## config.mk

```make
export PLATFORM = sky130hd
export DESIGN_NAME = boot_rom_fetch_bridge_flat
export DESIGN_NICKNAME = d
export VERILOG_FILES = /design/src/rtl/boot_rom_fetch_pkg.sv /design/src/rtl/boot_rom_fetch_bridge_if.sv /design/src/rtl/boot_rom_resp_fifo.sv /design/src/rtl/boot_rom_fetch_bridge.sv /design/src/flat_wrapper.sv
export SDC_FILE = /design/constraint.sdc
export NUM_CORES = 1
export LEC_CHECK = 0
export ABC_AREA = 1
export CORE_MARGIN = 4
export CORE_UTILIZATION = 45
export DETAILED_ROUTE_END_ITERATION = 16
export GPL_TIMING_DRIVEN = 0
export PLACE_DENSITY = 0.83
export SETUP_SLACK_MARGIN = 0.4
export SYNTH_ARGS = -nofsm -noshare
export SYNTH_HDL_FRONTEND = slang
export SYNTH_SLANG_ARGS = --single-unit
```

## constraint.sdc

```tcl
create_clock -name CLK -period 6.97 [get_ports CLK]
set_input_delay 1.394 -clock CLK [delete_from_list [all_inputs] [get_ports CLK]]
set_output_delay 1.394 -clock CLK [all_outputs]
set_load 0.1 [all_outputs]
```

## src/rtl/boot_rom_fetch_pkg.sv

```systemverilog
// Shared types and default parameters for the boot ROM fetch bridge.
package boot_rom_fetch_pkg;

  localparam logic [31:0] DEF_BASE_ADDR = 32'h0000_8000;
  localparam int unsigned DEF_ROM_AW    = 10;
  localparam int unsigned DEF_ROM_WORDS = 548;
  localparam int unsigned DEF_FIFO_DEPTH = 2;

  typedef struct packed {
    logic        err;
    logic [31:0] data;
  } rom_resp_t;

endpackage

```

## src/rtl/boot_rom_fetch_bridge_if.sv

```systemverilog
// Instruction-fetch handshake bundle: req/gnt/addr request side, rvalid/rready/rdata/err response side.
interface boot_rom_fetch_bridge_if;

  logic        instr_req_i;
  logic [31:0] instr_addr_i;
  logic        instr_gnt_o;
  logic        instr_rvalid_o;
  logic        instr_rready_i;
  logic [31:0] instr_rdata_o;
  logic        instr_err_o;

  modport master (
    output instr_req_i, instr_addr_i, instr_rready_i,
    input  instr_gnt_o, instr_rvalid_o, instr_rdata_o, instr_err_o
  );

  modport slave (
    input  instr_req_i, instr_addr_i, instr_rready_i,
    output instr_gnt_o, instr_rvalid_o, instr_rdata_o, instr_err_o
  );

endinterface

```

## src/rtl/boot_rom_resp_fifo.sv

```systemverilog
// Synchronous response FIFO of rom_resp_t; head is read straight from the storage registers.
module boot_rom_resp_fifo
  import boot_rom_fetch_pkg::*;
#(
  parameter int unsigned DEPTH = DEF_FIFO_DEPTH,
  parameter int unsigned CNT_W = $clog2(DEPTH + 1)
) (
  input  logic             CLK,
  input  logic             RST,
  input  logic             push,
  input  logic             pop,
  input  rom_resp_t        wdata,
  output rom_resp_t        rdata,
  output logic [CNT_W-1:0] count
);

  localparam int unsigned PTR_W = (DEPTH > 1) ? $clog2(DEPTH) : 1;

  rom_resp_t        mem [DEPTH];
  logic [PTR_W-1:0] wr_ptr;
  logic [PTR_W-1:0] rd_ptr;

  assign rdata = mem[rd_ptr];

  // Pointers wrap naturally since DEPTH is a power of two.
  always_ff @(posedge CLK or posedge RST) begin
    if (RST) begin
      wr_ptr <= '0;
      rd_ptr <= '0;
      count  <= '0;
      for (int i = 0; i < int'(DEPTH); i++) mem[i] <= '0;
    end else begin
      if (push) begin
        mem[wr_ptr] <= wdata;
        wr_ptr      <= wr_ptr + PTR_W'(1);
      end
      if (pop) rd_ptr <= rd_ptr + PTR_W'(1);
      count <= count + CNT_W'(push) - CNT_W'(pop);
    end
  end

  a_no_overflow : assert property (@(posedge CLK) disable iff (RST)
    !(push && !pop && (count == CNT_W'(DEPTH))));

  a_no_underflow : assert property (@(posedge CLK) disable iff (RST)
    !(pop && (count == '0)));

endmodule

```

## src/rtl/boot_rom_fetch_bridge.sv

```systemverilog
// Fetch-port to boot-ROM bridge: window decode, credit-based grant, one-cycle ROM pipeline, in-order response buffer.
// Optional BOOT_ROM_FETCH_ALIGN_CHECK_EN: misaligned fetches return an error beat without touching the ROM.
module boot_rom_fetch_bridge
  import boot_rom_fetch_pkg::*;
#(
  parameter logic [31:0] BASE_ADDR  = DEF_BASE_ADDR,
  parameter int unsigned ROM_AW     = DEF_ROM_AW,
  parameter int unsigned ROM_WORDS  = DEF_ROM_WORDS,
  parameter int unsigned FIFO_DEPTH = DEF_FIFO_DEPTH
) (
  input  logic                    CLK,
  input  logic                    RST,
  boot_rom_fetch_bridge_if.slave  fetch,
  output logic                    rom_csn_o,
  output logic [ROM_AW-1:0]       rom_a_o,
  input  logic [31:0]             rom_q_i,
  output logic                    busy_o
);

  localparam int unsigned CNT_W = $clog2(FIFO_DEPTH + 1);
  localparam int unsigned OCC_W = CNT_W + 1;

  logic             hit;
  logic             gnt;
  logic             pop;
  logic             inflight;
  logic             inflight_err;
  logic [OCC_W-1:0] occ;
  logic [CNT_W-1:0] count;
  rom_resp_t        push_data;
  rom_resp_t        head;

  assign rom_a_o = fetch.instr_addr_i[ROM_AW+1:2];

  // Window decode: tag match on upper bits plus populated-word bound.
  always_comb begin
    hit = (fetch.instr_addr_i[31:ROM_AW+2] == BASE_ADDR[31:ROM_AW+2]) &&
          (32'(rom_a_o) < 32'(ROM_WORDS));
`ifdef BOOT_ROM_FETCH_ALIGN_CHECK_EN
    if (fetch.instr_addr_i[1:0] != 2'b00) hit = 1'b0;
`endif
  end

`ifndef BOOT_ROM_FETCH_ALIGN_CHECK_EN
  logic unused_addr_lsb;
  assign unused_addr_lsb = ^fetch.instr_addr_i[1:0];
`endif

  // A same-cycle pop frees a slot, which is what sustains one fetch per cycle.
  assign pop = fetch.instr_rvalid_o && fetch.instr_rready_i;
  assign occ = OCC_W'(count) + OCC_W'(inflight) - OCC_W'(pop);
  assign gnt = fetch.instr_req_i && !RST && (occ < OCC_W'(FIFO_DEPTH));

  assign rom_csn_o         = !(gnt && hit);
  assign fetch.instr_gnt_o = gnt;

  always_ff @(posedge CLK or posedge RST) begin
    if (RST) begin
      inflight     <= 1'b0;
      inflight_err <= 1'b0;
    end else begin
      inflight     <= gnt;
      inflight_err <= !hit;
    end
  end

  // Error beats travel through the same stage as ROM reads, keeping order intact.
  always_comb begin
    push_data.err  = inflight_err;
    push_data.data = inflight_err ? 32'h0 : rom_q_i;
  end

  boot_rom_resp_fifo #(
    .DEPTH (FIFO_DEPTH),
    .CNT_W (CNT_W)
  ) u_resp_fifo (
    .CLK   (CLK),
    .RST   (RST),
    .push  (inflight),
    .pop   (pop),
    .wdata (push_data),
    .rdata (head),
    .count (count)
  );

  assign fetch.instr_rvalid_o = (count != '0);
  assign fetch.instr_rdata_o  = head.data;
  assign fetch.instr_err_o    = head.err;
  assign busy_o               = inflight || (count != '0);

endmodule

```

## src/flat_wrapper.sv

```systemverilog
// flat-port wrapper written by rule: the top's interface ports become plain ports
module boot_rom_fetch_bridge_flat import boot_rom_fetch_pkg::*;
#(
  parameter logic [31:0] BASE_ADDR  = DEF_BASE_ADDR,
  parameter int unsigned ROM_AW     = DEF_ROM_AW,
  parameter int unsigned ROM_WORDS  = DEF_ROM_WORDS,
  parameter int unsigned FIFO_DEPTH = DEF_FIFO_DEPTH
)
  (CLK, RST, rom_csn_o, rom_a_o, rom_q_i, busy_o, fetch_instr_req_i, fetch_instr_addr_i, fetch_instr_rready_i, fetch_instr_gnt_o, fetch_instr_rvalid_o, fetch_instr_rdata_o, fetch_instr_err_o);
  boot_rom_fetch_bridge_if fetch_i ();
  input  logic CLK;
  input  logic RST;
  output logic rom_csn_o;
  output logic [ROM_AW-1:0] rom_a_o;
  input  logic [31:0] rom_q_i;
  output logic busy_o;
  input wire logic [$bits(fetch_i.instr_req_i)-1:0] fetch_instr_req_i;
  input wire logic [$bits(fetch_i.instr_addr_i)-1:0] fetch_instr_addr_i;
  input wire logic [$bits(fetch_i.instr_rready_i)-1:0] fetch_instr_rready_i;
  output wire logic [$bits(fetch_i.instr_gnt_o)-1:0] fetch_instr_gnt_o;
  output wire logic [$bits(fetch_i.instr_rvalid_o)-1:0] fetch_instr_rvalid_o;
  output wire logic [$bits(fetch_i.instr_rdata_o)-1:0] fetch_instr_rdata_o;
  output wire logic [$bits(fetch_i.instr_err_o)-1:0] fetch_instr_err_o;
  assign fetch_i.instr_req_i = fetch_instr_req_i;
  assign fetch_i.instr_addr_i = fetch_instr_addr_i;
  assign fetch_i.instr_rready_i = fetch_instr_rready_i;
  assign fetch_instr_gnt_o = fetch_i.instr_gnt_o;
  assign fetch_instr_rvalid_o = fetch_i.instr_rvalid_o;
  assign fetch_instr_rdata_o = fetch_i.instr_rdata_o;
  assign fetch_instr_err_o = fetch_i.instr_err_o;
  boot_rom_fetch_bridge #(.BASE_ADDR(BASE_ADDR), .ROM_AW(ROM_AW), .ROM_WORDS(ROM_WORDS), .FIFO_DEPTH(FIFO_DEPTH)) u_core (.CLK(CLK), .RST(RST), .fetch(fetch_i), .rom_csn_o(rom_csn_o), .rom_a_o(rom_a_o), .rom_q_i(rom_q_i), .busy_o(busy_o));
endmodule
```

### After elaboration in Yosys (flattened, before gate mapping)

Cells that the tools add are included.

* flip-flop bits (word level): 72
* logic and storage cells: 41
* bits of input ports: 68

* bitwise gates (word level): 2
* reduce and logical (&&, ||, !) cells: 11
* eq/ne operators: 1
* magnitude comparators: 5
* mux-type cells: 7
* add/subtract/negate cells: 6

Operators with widths (count)
* $mux W33: 4
* $bwmux W66: 1
* $demux W33 S1: 1
* $mux W32: 1
* $eq A20 B4 Y1 const B: 1
* $lt A10 B10 Y1 const B: 1
* $logic_and A1 B1 Y1: 6
* $ge A2 B2 Y1 const B: 2
* $not A1 Y2: 2
* $add A2 B1 Y3: 1
* $logic_not A1 Y1: 3
* $lt A3 B2 Y1 const B: 1
* $sub A3 B1 Y3: 1
* $add A1 B1 Y1 const B: 2
* $add A2 B1 Y2: 1
* $lt A2 B1 Y1 const B: 1
* $reduce_bool A2 Y1: 1
* $sub A2 B1 Y2: 1
* $logic_or A1 B1 Y1: 1

### Depth between registers and ports, before layout

Gate-level depths: netlist of the first run.

* word-level depth: 7
* gate-level depth with buffers: 11

### Hierarchy

Synthesis of the first run repeated with hierarchy kept, for this count alone.

* cell total of the unflattened synthesis: 494
* area, all modules: 3958.8 um^2

By module, submodules not included
* boot_rom_resp_fifo: area an instance 3373.2 um^2, times used 1, cells an instance 375
* boot_rom_fetch_bridge: area an instance 585.6 um^2, times used 1, cells an instance 119

### Least setup slack after synthesis of the first run

No wires, ideal clock.

* kind: input to output
* start: input port RST
* end: output port rom_csn_o
* cell stages on the path: 4
* setup slack: -1.183 ns
* buffers on the path: 0
* required time: 5.576 ns
* data arrival time: 6.759 ns
* cells stage by stage: inv_1 > nand2_1 > nor3_1 > nand3_1

* cells in the longest elaborated chain, start to end: 5

Ends and longest elaborated chain
* from (decl): RTL line flat_wrapper.sv:12 `input logic RST;`
* $logic_not A1 Y1: RTL line boot_rom_fetch_bridge.sv:52 `assign gnt = fetch.instr_req_i && !RST && (occ < OCC_W'(FIFO_DEPTH));`
* $logic_and A1 B1 Y1 (2 in series): RTL line boot_rom_fetch_bridge.sv:52
* named net fetch_instr_gnt_o: RTL line flat_wrapper.sv:20 `output wire logic [$bits(fetch_i.instr_gnt_o)-1:0] fetch_instr_gnt_o;`
* $logic_and A1 B1 Y1: RTL line boot_rom_fetch_bridge.sv:54 `assign rom_csn_o = !(gnt && hit);`
* $logic_not A1 Y1: RTL line boot_rom_fetch_bridge.sv:54
* to (decl): RTL line flat_wrapper.sv:13 `output logic rom_csn_o;`

The timed path passes the listed nets, and every way through them passes these cells.

### Final worst setup path of the first run

* start: input port fetch_instr_rready_i
* end: output port fetch_instr_gnt_o

* cells in the longest elaborated chain, start to end: 4

Ends and longest elaborated chain
* from (decl): RTL line flat_wrapper.sv:19 `input wire logic [$bits(fetch_i.instr_rready_i)-1:0] fetch_instr_rready_i;`
* $logic_and A1 B1 Y1: RTL line boot_rom_fetch_bridge.sv:50 `assign pop = fetch.instr_rvalid_o && fetch.instr_rready_i;`
* named net u_core.pop: RTL line boot_rom_fetch_bridge.sv:25 `logic pop;`
* $sub A3 B1 Y3: RTL line boot_rom_fetch_bridge.sv:51 `assign occ = OCC_W'(count) + OCC_W'(inflight) - OCC_W'(pop);`
* named net u_core.occ[1]: RTL line boot_rom_fetch_bridge.sv:28 `logic [OCC_W-1:0] occ;`
* $lt A3 B2 Y1: RTL line boot_rom_fetch_bridge.sv:52
* $logic_and A1 B1 Y1: RTL line boot_rom_fetch_bridge.sv:52
* to (decl): RTL line flat_wrapper.sv:20

The timed path passes the listed nets, and every way through them passes these cells.

==> flow_summary.json, run 1 <==
{
  "numCtsBuffers": 9,
  "timing.clock.skew_ns": 0.00817,
  "ctsHoldBuffers": 0,
  "synthArstFlopShare": 1.00,
  "synth_cells": 485,
  "worstRegToRegCells": 9,
  "total_wire_length_after_detailed_routing_mm": 9.17,
  "yosysSeqAreaShare": 0.499,
  "clkLatencyLatePin_ns": 0.35,
  "tightest_pin_transition_ns": 1.02,
  "min_to": "u_core.u_resp_fifo.mem[29]",
  "leading_cell_types_in_the_layout_fill_and_taps_excluded": "sky130_fd_sc_hd__nand2_1, sky130_fd_sc_hd__clkdlybuf4s50_1, sky130_fd_sc_hd__inv_1",
  "synth-main-ff-cell": "sky130_fd_sc_hd__dfrtp_1",
  "timing.critical_path.slowest_cell_delay_ns": 1.19,
  "yosys_warnings": 0,
  "drv.max_cap_violation_count": 0,
  "gp_routability_congestion": 0.774,
  "vias_in_the_first_global_route": 3313,
  "reg2reg_from": "u_core.u_resp_fifo.count[1]",
  "worst_setup_path_class": "in2out",
  "drive_gt1_frac": 0.0915,
  "grt_use_total": 0.196,
  "edff_count_synth": 0,
  "fp.dieArea_um2": 9520,
  "floorplan.io_pins": 115,
  "cp_data_arrival_time_ns": 4.41,
  "wire_per_inst_um": 12.8,
  "syn-cell-area_um2": 3610,
  "path_max_fanout": 3,
  "syn-num-nets": 556,
  "vias_per_cell": 4.72,
  "final_critical_path_time_including_i_o_delays_and_setup_ns": 5.81,
  "postSynthRegisterBits": 72,
  "timing.reg2reg.setup_slack_ns": 4.83,
  "filler_cell_count": 659,
  "finalSetupViolCount": 0,
  "fmax_ghz": 0.172,
  "hold_start": "u_core.u_resp_fifo.mem[29]",
  "post_cts.resized_instances": 0,
  "fp-row-count": 32,
  "insertedDiodeCount": 0,
  "grt_first_pass_wirelength_mm": 15.2,
  "clockBufferDepth": 2,
  "synthToLayoutAreaGrowth_pct": 42.2,
  "cts_root_buf": "sky130_fd_sc_hd__clkbuf_8",
  "cts_setup_buffers": 0,
  "timing.critical_path.slowest_stage_cell": "sky130_fd_sc_hd__clkdlybuf4s50_1",
  "cts_sinks": 72,
  "route.detailed.drc": 0,
  "outcome": "finished, final reports clean",
  "final.setup.tns_ns": 0,
  "unrepaired_setup_endpoints_after_global_routing": "false",
  "cp_data_required_time_ns": 5.58,
  "worstHoldPathType": "reg2reg",
  "clkTransAtPathRegs_ns": 0.07,
  "cts_tree": "built",
  "worst-path-buf-inv": 4,
  "fin_crit_sh": 0.833,
  "final_nets": 678,
  "path_cells": "clkdlybuf4s50_1 -> nand2_1 -> inv_1 -> ha_1 -> inv_1 -> ha_1 -> fa_1 -> nor3_2 -> clkdlybuf4s50_1",
  "die_height_um": 97.6,
  "timing.max_slew.rel_slack": 0.320,
  "portBuffers": 110,
  "post_synth_num_cell_types": 21,
  "dr.first_iter.drc_count": 172,
  "dr_total_vias": 3371,
  "initial_utilization": 0.465,
  "cts_h_tree_lvls": 3,
  "drt_pre_antenna_iters": 4,
  "top_family_by_delay_on_critical_path": "buffers and inverters",
  "worst_setup_path_startpoint": "fetch_instr_rready_i",
  "grt_start_max_net_pins": 44,
  "timing_max_transition_violations_final": 0,
  "die_width_um": 97.6,
  "worstSetupEndpointType": "output pin",
  "timing.rr.end": "u_core.inflight",
  "final-hold-violation-count": 0,
  "start_kind": "input port",
  "number_of_antenna_violations_at_the_first_check_in_global_routing": 0,
  "core_region_area_um2": 7770,
  "worst_hold_path.num_cells": 2,
  "ant_nets": 0,
  "synthesis.area_per_instance_um2": 7.45,
  "grt_overflow": 0,
  "hpwlAfterDp_mm": 6.70,
  "mostFrequentLayoutCell": "sky130_fd_sc_hd__nand2_1"
}
==> synthesized netlist by cell type (2+ instances only) <==
| master | number | area, um^2 |
|---|---|---|
| sky130_fd_sc_hd__ha_1 | 2 | 25.0 |
| sky130_fd_sc_hd__clkbuf_1 | 2 | 7.51 |
| sky130_fd_sc_hd__nor3_1 | 2 | 10.0 |
| sky130_fd_sc_hd__dfrtp_1 | 72 | 1800 |
| sky130_fd_sc_hd__o21ai_0 | 35 | 175 |
| sky130_fd_sc_hd__buf_4 | 12 | 90.1 |
| sky130_fd_sc_hd__nor2_1 | 45 | 169 |
| sky130_fd_sc_hd__o21ai_1 | 31 | 155 |
| sky130_fd_sc_hd__buf_6 | 7 | 78.8 |
| sky130_fd_sc_hd__nand3_1 | 2 | 10.0 |
| sky130_fd_sc_hd__inv_2 | 3 | 11.3 |
| sky130_fd_sc_hd__nand2_1 | 178 | 668 |
| sky130_fd_sc_hd__inv_1 | 74 | 278 |
| sky130_fd_sc_hd__buf_2 | 13 | 65.1 |
==> registers in the layout, indices dropped and copies added (netlist names) <==
name,cells
u_core.inflight,1
u_core.inflight_err,1
u_core.u_resp_fifo.count,2
u_core.u_resp_fifo.mem,66
u_core.u_resp_fifo.rd_ptr,1
u_core.u_resp_fifo.wr_ptr,1
==> per-stage QoR <==
step                hold slack (ns)  cell area (um^2)  setup WS [ns]   util  cells
global placement              0.462              4850          0.661  0.624    697
CTS                           0.487              5140           1.12  0.661    714
floorplan                     0.449              3620          0.628      -    485
detailed placement            0.465              4870           1.14  0.627    698
global route                  0.508              5140           1.01  0.661    714
finish                        0.483              5140           1.16  0.661    714
==> worst register-to-register path, cell delays in order, from the launching register on <==
cell	delay, ns
sky130_fd_sc_hd__dfrtp_1	0.40
sky130_fd_sc_hd__inv_1	0.12
sky130_fd_sc_hd__nand2_1	0.09
sky130_fd_sc_hd__nand2_1	0.12
sky130_fd_sc_hd__inv_1	0.06
sky130_fd_sc_hd__ha_1	0.27
sky130_fd_sc_hd__inv_1	0.04
sky130_fd_sc_hd__ha_1	0.18
sky130_fd_sc_hd__fa_1	0.47
sky130_fd_sc_hd__nor3_2	0.29
==> per-layer routing <==
layer,vias to the layer above,track usage,routed length (um)
met1,1553,0.252,3740
met2,132,0.313,4430
met3,8,0.0732,912
met4,0,0.0511,89
met5,-,0,0
li1,1678,-,-
==> cells by family after synthesis <==
family                   synth area share
AND/OR/NAND/NOR                     0.246
XOR/XNOR                          0.00485
flip-flops                          0.499
buffers and inverters               0.147
adder cells (fa/ha/maj)            0.0125
AO/OA/AOI/OAI                      0.0914
==> worst max path at each step <==
stage                         to  slack, ns  depth (start not counted)
5_1_grt        fetch_instr_gnt_o       1.01                         10
6_report       fetch_instr_gnt_o       1.16                          9
3_3_place_gp           rom_csn_o       0.66                          6
3_5_place_dp   fetch_instr_gnt_o       1.14                          9
2_1_floorplan          rom_csn_o       0.63                          8
4_1_cts        fetch_instr_gnt_o       1.12                         10
==> area by class of cell <==
cell class                      count  area (um^2)  share of cell area
Inverter                           77          293              0.0570
Clock buffer                       10          138              0.0268
Sequential cell                    72         1800               0.351
Buffer                             34          241              0.0470
Tap cell                          102          128              0.0248
Multi-Input combinational cell    302         1280               0.250
Clock inverter                      6          130              0.0253
Timing Repair Buffer              111         1120               0.218
Power of run 1 is left out: the tool's default activity adds up to more than one toggle a clock period on the data nets, which glitch-free logic cannot reach.
==> run 2, diff against run 1 <==
==> constraint.sdc (replaced) <==
create_clock -name CLK -period 6 [get_ports CLK]
set_input_delay 1.2 -clock CLK [delete_from_list [all_inputs] [get_ports CLK]]
set_output_delay 1.2 -clock CLK [all_outputs]
set_load 0.1 [all_outputs]
==> run 2 against run 1 <==
Worst hold slack lost 0.0015 ns. Setup slack lost 0.56 ns. Sequential share of layout area grew 0.63 points. Routed wire length grew 5.8%. Critical path depth grew 2. Largest cell class unchanged. Cell count grew 0.14%. Cell area shrank 1.8%. Sequential cell count is the same. Non-clock buffer count is the same. First-iteration DRC count grew 13%. Die area is the same. Utilization shrank 1.2 points.
==> flow_summary.json, run 2 (synthesized netlist as in run 1, its figures left out) <==
{
  "outcome": "finished, final reports clean",
  "clkTransAtPathRegs_ns": 0.07,
  "cts_h_tree_lvls": 3,
  "fp-row-count": 32,
  "portBuffers": 110,
  "cp_data_arrival_time_ns": 4.20,
  "largest_register_ff_count": 66,
  "drt_pre_antenna_iters": 5,
  "clockBufferDepth": 2,
  "gp_routability_congestion": 0.785,
  "leading_cell_types_in_the_layout_fill_and_taps_excluded": "sky130_fd_sc_hd__nand2_1, sky130_fd_sc_hd__clkdlybuf4s50_1, sky130_fd_sc_hd__inv_1",
  "vias_per_cell": 4.81,
  "post_cts.resized_instances": 0,
  "worst_setup_path_class": "in2out",
  "insertedDiodeCount": 0,
  "fp.dieArea_um2": 9520,
  "initial_utilization": 0.465,
  "synthToLayoutAreaGrowth_pct": 39.7,
  "total_wire_length_after_detailed_routing_mm": 9.70,
  "final_nets": 679,
  "core_region_area_um2": 7770,
  "wire_per_inst_um": 13.6,
  "grt_first_pass_wirelength_mm": 15.8,
  "cts_sinks": 72,
  "die_height_um": 97.6,
  "path_max_fanout": 3,
  "cts_setup_buffers": 0,
  "route.detailed.drc": 0,
  "dr_total_vias": 3437,
  "ctsHoldBuffers": 0,
  "finalSetupViolCount": 0,
  "cp_data_required_time_ns": 4.80,
  "final-hold-violation-count": 0,
  "die_width_um": 97.6,
  "drive_gt1_frac": 0.0897,
  "finalHoldWorstSlack_ns": 0.482,
  "grt_start_max_net_pins": 39,
  "cts_root_buf": "sky130_fd_sc_hd__clkbuf_8",
  "fin_crit_sh": 0.899,
  "grt_use_total": 0.204,
  "ant_nets": 0,
  "floorplan.io_pins": 115,
  "final_critical_path_time_including_i_o_delays_and_setup_ns": 5.40,
  "timing.max_slew.rel_slack": 0.320,
  "grt_overflow": 0,
  "fmax_ghz": 0.185,
  "timing.clock.skew_ns": 0.0105,
  "worstHoldPathType": "reg2reg",
  "timing_max_transition_violations_final": 0,
  "cts_tree": "built",
  "unrepaired_setup_endpoints_after_global_routing": "false",
  "registers_with_the_most_flip_flops": "u_core.u_resp_fifo.mem: 66 flops, u_core.u_resp_fifo.count: 2 flops",
  "dr.first_iter.drc_count": 195,
  "vias_in_the_first_global_route": 3504,
  "tightest_pin_transition_ns": 1.02,
  "start_kind": "input port",
  "worstSetupEndpointType": "output pin",
  "number_of_antenna_violations_at_the_first_check_in_global_routing": 0,
  "drv.max_cap_violation_count": 0,
  "numCtsBuffers": 9,
  "clkLatencyLatePin_ns": 0.35,
  "mostFrequentLayoutCell": "sky130_fd_sc_hd__nand2_1",
  "hpwlAfterDp_mm": 7.02,
  "largest-register": "u_core.u_resp_fifo.mem"
}
[run 2: cell types whose count changed in the layout (fill, tap and decap cells not counted)]
cell	change
sky130_fd_sc_hd__clkinv_2	+2
sky130_fd_sc_hd__nor3_2	-1
sky130_fd_sc_hd__clkbuf_1	+2
sky130_fd_sc_hd__nor3_4	+1
sky130_fd_sc_hd__clkinvlp_2	+1
sky130_fd_sc_hd__bufinv_16	-4
[run 2: cell type report]
type / count / area [um^2]
Sequential cell: 72 / 1800
Inverter: 77 / 293
Timing Repair Buffer: 111 / 1120
Buffer: 34 / 241
Multi-Input combinational cell: 302 / 1290
Clock buffer: 12 / 145
Fill cell: 676 / 2720
Tap cell: 102 / 128
Timing Repair inverter: 1 / 5.00
Clock inverter: 4 / 20.0
[run 2: final timing paths]
kind,from,end,slack [ns],depth (start not counted)
setup / recovery,fetch_instr_rready_i,rom_csn_o,0.60,11
hold / removal,u_core.u_resp_fifo.mem[18],u_core.u_resp_fifo.mem[18],0.48,2
setup reg to reg,u_core.u_resp_fifo.count[1],u_core.inflight,3.85,9
hold reg to reg,u_core.u_resp_fifo.mem[18],u_core.u_resp_fifo.mem[18],0.48,2
max in group asynchronous,RST,u_core.u_resp_fifo.mem[19],4.10,2
min in group asynchronous,RST,u_core.u_resp_fifo.mem[61],1.33,2
[run 2: stage by stage]
stage | setup slack (ns) | TNS, ns | cells | cell area, um^2 | utilization
after global routing | 0.454 | 0 | 715 | 5050 | 0.650
after detailed placement | 0.464 | 0 | 698 | 4880 | 0.628
final | 0.604 | 0 | 715 | 5050 | 0.650
after CTS | 0.460 | 0 | 714 | 5040 | 0.649
after floorplan | 0.573 | 0 | 485 | 3630 | -
after global placement | -0.0762 | -0.0762 | 697 | 4860 | 0.625
[run 2: layer usage]
| layer | wire, um | track usage |
|---|---|---|
| met1 | 4100 | 0.255 |
| met2 | 4590 | 0.337 |
| met3 | 804 | 0.0560 |
| met4 | 201 | 0.0799 |
| met5 | 0 | 0 |
[run 2: worst max-delay path, cell delays in order]
cell and delay, ns:
sky130_fd_sc_hd__clkdlybuf4s50_1 0.39, sky130_fd_sc_hd__nand2_1 0.13, sky130_fd_sc_hd__inv_1 0.06, sky130_fd_sc_hd__ha_1 0.26, sky130_fd_sc_hd__inv_1 0.04, sky130_fd_sc_hd__ha_1 0.18
sky130_fd_sc_hd__fa_1 0.40, sky130_fd_sc_hd__xnor2_1 0.25, sky130_fd_sc_hd__nor3_4 0.07, sky130_fd_sc_hd__nand3_1 0.08, sky130_fd_sc_hd__clkdlybuf4s50_1 1.13
Power of run 2 is left out for the same reason.
==> run 3, diff against run 2 <==
--- a/config.mk
+++ b/config.mk
@@ -7,10 +7,11 @@
 export LEC_CHECK = 0
 export ABC_AREA = 1
 export CORE_MARGIN = 4
-export CORE_UTILIZATION = 45
+export CORE_UTILIZATION = 47
+export CTS_CLUSTER_SIZE = 10
 export DETAILED_ROUTE_END_ITERATION = 16
 export GPL_TIMING_DRIVEN = 0
-export PLACE_DENSITY = 0.83
+export PLACE_DENSITY = 0.86
 export SETUP_SLACK_MARGIN = 0.4
 export SYNTH_ARGS = -nofsm -noshare
 export SYNTH_HDL_FRONTEND = slang
==> run 3 against run 2 <==
Non-clock buffer count unchanged. Setup slack got worse by 0.0012 ns. Via count is 0.44% lower. Sequential share of layout area up 0.14 points. Critical path type unchanged.
==> flow_summary.json, run 3 (synthesized netlist as in run 1, its figures left out) <==
{
  "ant_nets": 0,
  "insertedDiodeCount": 0,
  "fin_crit_sh": 0.899,
  "synthToLayoutAreaGrowth_pct": 39.1,
  "fp.dieArea_um2": 9150,
  "timing.reg2reg.setup_slack_ns": 3.90,
  "dr_total_vias": 3422,
  "clkLatencyLatePin_ns": 0.34,
  "fmax_ghz": 0.185,
  "worst_setup_path_startpoint": "fetch_instr_rready_i",
  "path_max_fanout": 3,
  "die_height_um": 95.7,
  "grt_use_total": 0.210,
  "gp_routability_congestion": 0.774,
  "ctsHoldBuffers": 0,
  "timing.max_slew.rel_slack": 0.323,
  "cts_root_buf": "sky130_fd_sc_hd__clkbuf_8",
  "count_of_placed_standard_cells_in_the_final_layout_fillers_left_out": 709,
  "cts_tree": "built",
  "dr.first_iter.drc_count": 159,
  "reg2reg_from": "u_core.u_resp_fifo.count[1]",
  "worstHoldPathType": "reg2reg",
  "worst_setup_path_class": "in2out",
  "worstSetupEndpointType": "output pin",
  "timing.clock.skew_ns": 0.00803,
  "cts_sinks": 72,
  "final_nets": 678,
  "hpwlAfterDp_mm": 6.94,
  "number_of_antenna_violations_at_the_first_check_in_global_routing": 0,
  "fp-row-count": 31,
  "finalSetupViolCount": 0,
  "grt_start_max_net_pins": 44,
  "finalHoldWorstSlack_ns": 0.481,
  "critical_path.endpoint": "rom_csn_o",
  "wire_per_inst_um": 13.1,
  "largest-register": "u_core.u_resp_fifo.mem",
  "grt_overflow": 0,
  "grt_first_pass_wirelength_mm": 15.0,
  "route.detailed.drc": 0,
  "cp_data_arrival_time_ns": 4.20,
  "registers_with_the_most_flip_flops": "u_core.u_resp_fifo.mem: 66 flops, u_core.u_resp_fifo.count: 2 flops",
  "cts_h_tree_lvls": 3,
  "die_width_um": 95.7,
  "timing_max_transition_violations_final": 0,
  "vias_per_cell": 4.83,
  "largest_register_ff_count": 66,
  "core_region_area_um2": 7370,
  "filler_cell_count": 614,
  "timing.rr.end": "u_core.inflight",
  "cp_data_required_time_ns": 4.80,
  "dpl.cell_count": 695,
  "unrepaired_setup_endpoints_after_global_routing": "false",
  "leading_cell_types_in_the_layout_fill_and_taps_excluded": "sky130_fd_sc_hd__nand2_1, sky130_fd_sc_hd__clkdlybuf4s50_1, sky130_fd_sc_hd__inv_1",
  "cts_setup_buffers": 0,
  "final.setup.tns_ns": 0,
  "start_kind": "input port",
  "dpl-instance-area_um2": 4870,
  "vias_in_the_first_global_route": 3467,
  "path_cells": "clkdlybuf4s50_1 -> nand2_1 -> inv_1 -> ha_1 -> inv_1 -> ha_1 -> fa_1 -> xnor2_1 -> nor3_4 -> nand3_1 -> clkdlybuf4s50_1",
  "portBuffers": 110,
  "mostFrequentLayoutCell": "sky130_fd_sc_hd__nand2_1",
  "numCtsBuffers": 9,
  "outcome": "finished, final reports clean",
  "final_design_area_no_fill_um2": 5030,
  "initial_utilization": 0.490,
  "timing.critical_path.slowest_cell_delay_ns": 1.13,
  "post_cts.resized_instances": 0,
  "total_wire_length_after_detailed_routing_mm": 9.31,
  "clkTransAtPathRegs_ns": 0.07,
  "drt_pre_antenna_iters": 4,
  "floorplan.io_pins": 115,
  "clockBufferDepth": 2,
  "tightest_pin_transition_ns": 1.01,
  "final_critical_path_time_including_i_o_delays_and_setup_ns": 5.40,
  "worstRegToRegCells": 9,
  "final-hold-violation-count": 0,
  "drive_gt1_frac": 0.0836,
  "timing.critical_path.slowest_stage_cell": "sky130_fd_sc_hd__clkdlybuf4s50_1",
  "drv.max_cap_violation_count": 0
}
-- run 3: cell count changes in the layout (fill, tap and decap cells not counted), sizes merged --
cell / change
clkinv: -3
clkbuf: +1
clkinvlp: -1
-- run 3: final cells by class --
cell class | instances | area (um^2) | share of cell area
flip-flops and latches | 72 | 1800 | 0.358
inverters | 77 | 293 | 0.0583
multi-input cells | 302 | 1290 | 0.257
well taps | 99 | 124 | 0.0246
repair buffers | 111 | 1120 | 0.223
clock buffers | 13 | 149 | 0.0296
clock inverters | 1 | 5.00 | 0.000996
plain buffers | 34 | 241 | 0.0480
-- run 3: metal layers --
metal  up-vias  share of wire  GRT usage
met5         -              0          0
met4         0          0.019     0.0877
met3        19          0.082     0.0545
met2       146           0.48      0.363
met1      1582           0.42      0.246
li1       1675              -          -
-- run 3: worst max-delay path: cells and delay by family --
kind,cells,cell delay [ns]
buffers and inverters,4,1.64
XOR/XNOR,1,0.24
AND/OR/NAND/NOR,3,0.27
adder cells (fa/ha/maj),3,0.84
-- run 3: how the worst min path moves through the flow --
stage | start | to | slack [ns] | cells past startpoint
3_3_place_gp | u_core.u_resp_fifo.mem[4] | u_core.u_resp_fifo.mem[4] | 0.46 | 2
2_1_floorplan | u_core.u_resp_fifo.mem[0] | u_core.u_resp_fifo.mem[0] | 0.45 | 2
5_1_grt | u_core.u_resp_fifo.mem[27] | u_core.u_resp_fifo.mem[27] | 0.50 | 2
4_1_cts | u_core.u_resp_fifo.mem[9] | u_core.u_resp_fifo.mem[9] | 0.48 | 2
3_5_place_dp | u_core.u_resp_fifo.mem[9] | u_core.u_resp_fifo.mem[9] | 0.47 | 2
6_report | u_core.u_resp_fifo.mem[3] | u_core.u_resp_fifo.mem[3] | 0.48 | 2
-- run 3: metrics by stage --
step | util | setup slack, ns
2_1_floorplan | - | 0.573
3_3_place_gp | 0.658 | -0.00943
3_5_place_dp | 0.661 | 0.579
4_1_cts | 0.682 | 0.577
5_1_grt | 0.682 | 0.486
6_report | 0.682 | 0.603
Power of run 3 is left out for the same reason.
==> patch: new RTL, settings of run 2 <==
Set the package constant `DEF_ROM_AW` to 9 (it was 10).
--- a/src/rtl/boot_rom_fetch_pkg.sv
+++ b/src/rtl/boot_rom_fetch_pkg.sv
@@ -2,7 +2,7 @@
 package boot_rom_fetch_pkg;
 
   localparam logic [31:0] DEF_BASE_ADDR = 32'h0000_8000;
-  localparam int unsigned DEF_ROM_AW    = 10;
+  localparam int unsigned DEF_ROM_AW    = 9;
   localparam int unsigned DEF_ROM_WORDS = 548;
   localparam int unsigned DEF_FIFO_DEPTH = 2;
 
Interface: changed (resized rom_a_o); port bits go from 115 to 114. The function was not compared with the original's and may differ.
==> patch against run 2 <==
Worst setup slack better by 9.1 ps; synthesized cell count down 0.62%; die area up 1.1%; cell area down 0.47%; routed wire length down 7.1%; area after synthesis up 1.2%; hold slack about the same; count of clock-buffer cells in the layout down 2; core utilization down 0.64 points; via count down 2.2%; sequential cell count unchanged; largest cell class unchanged.
Power is not shown: default switching activity piles up to over one toggle a cycle in this logic, so the estimate is an artifact.
==> patch: results (changes against run 2) <==
Gr usage total -> 0.190 (-0.0142)
Grt met1 use -> 0.255 (+0.000471)
FILL cells -> 673 (-0.44%)
R2R cell count -> 11 (+2)
Pin count of the biggest net entering global routing -> 44 (+13%)
Share of layout cells above drive strength 1 -> 0.125 (+0.0351)
Met2 wire len -> 4330 um (-5.8%)
Asr flop ratio synth -> 1.00 (unchanged)
Reg-to-reg setup timing slack -> 3890 ps (+40 ps)
Detailed router's first-iteration violation count -> 153 (-22%)
Met3 GRT Util -> 0.0386 (-0.0174)
Sequential fraction of the synthesis area -> 0.493 (-0.00581)
Layout Skew -> 6.96 ps (-3.53 ps)
DP HPWL -> 6620 um (-5.6%)
First-pass GRT wire length -> 15100 um (-4.7%)
Netlist cell types -> 20 (-4.8%)
Wl on met1 -> 3890 um (-5.1%)
Outcome -> completed
Slew @ Worst Pin -> 982 ps (-35.4 ps)
Syn_nets -> 553 (-0.54%)
Post-Synth Adder-Cell Area -> 0.0123 (-0.000145)
Drt wl/cell -> 12.8 um (-5.6%)
CP arrival -> 4190 ps (about the same)
WHS Endpoint -> u_core.u_resp_fifo.mem[11]
Met3 routed WL -> 688 um (-14%)
Post-placement cell count -> 687 (-1.6%)
Critical Path Sink -> fetch_instr_gnt_o
Gpl congestion -> 0.790 (+0.62%)
Via count -> 3362 (-2.2%)
Layout Nets -> 667 (-1.8%)
Layout Cells excl Fill -> 703 (-1.7%)
[patch: cell types whose count changed in the layout (fill, tap and decap cells not counted), moves of 2 or more]
| cell | before | now |
|---|---|---|
| clkdlybuf4s50_1 | 110 | 102 |
| nor2_1 | 45 | 43 |
| inv_1 | 73 | 75 |
| nand2_2 | 1 | 11 |
| nand3_1 | 2 | 4 |
| o21ai_1 | 31 | 21 |
| nand2_1 | 178 | 166 |
| o21ai_2 | 0 | 10 |
| clkinvlp_4 | 1 | 3 |
[patch: area by class of cell]
| class | instances | share of cell area |
|---|---|---|
| flip-flops and latches | 72 | 0.359 |
| repair buffers | 103 | 0.207 |
| inverters | 79 | 0.0598 |
| clock inverters | 6 | 0.0120 |
| clock buffers | 10 | 0.0254 |
| multi-input cells | 298 | 0.265 |
| well taps | 102 | 0.0254 |
| plain buffers | 33 | 0.0466 |
[patch: per-stage QoR]
| step | utilization | TNS, ps | hold slack [ps] | cell area [sq um] | setup WS [ps] |
|---|---|---|---|---|---|
| finish | 0.643 | 0 | 482 | 5020 | 613 |
| global route | 0.643 | 0 | 507 | 5020 | 409 |
| CTS | 0.643 | 0 | 484 | 5020 | 579 |
| detailed placement | 0.619 | 0 | 464 | 4830 | 585 |
| global placement | 0.617 | -9.37 | 461 | 4810 | -9.37 |
| floorplan | - | 0 | 449 | 3670 | 680 |
[patch: worst max-delay path, cell delays in order]
cell,delay (ps)
clkdlybuf4s50_1,400
nand2_1,110
inv_1,60
ha_1,260
inv_1,40
ha_1,180
fa_1,470
inv_1,70
nand3_1,110
nor2_4,150
clkdlybuf4s50_1,1150
[patch: cells by family after synthesis]
group / count (synthesis)
and+or+nand+nor: 228
AOI/OAI and AO/OA: 66
xor gates and xnor gates: 1
DFF: 72
adders and majority gates: 3
buffers and inverters: 112
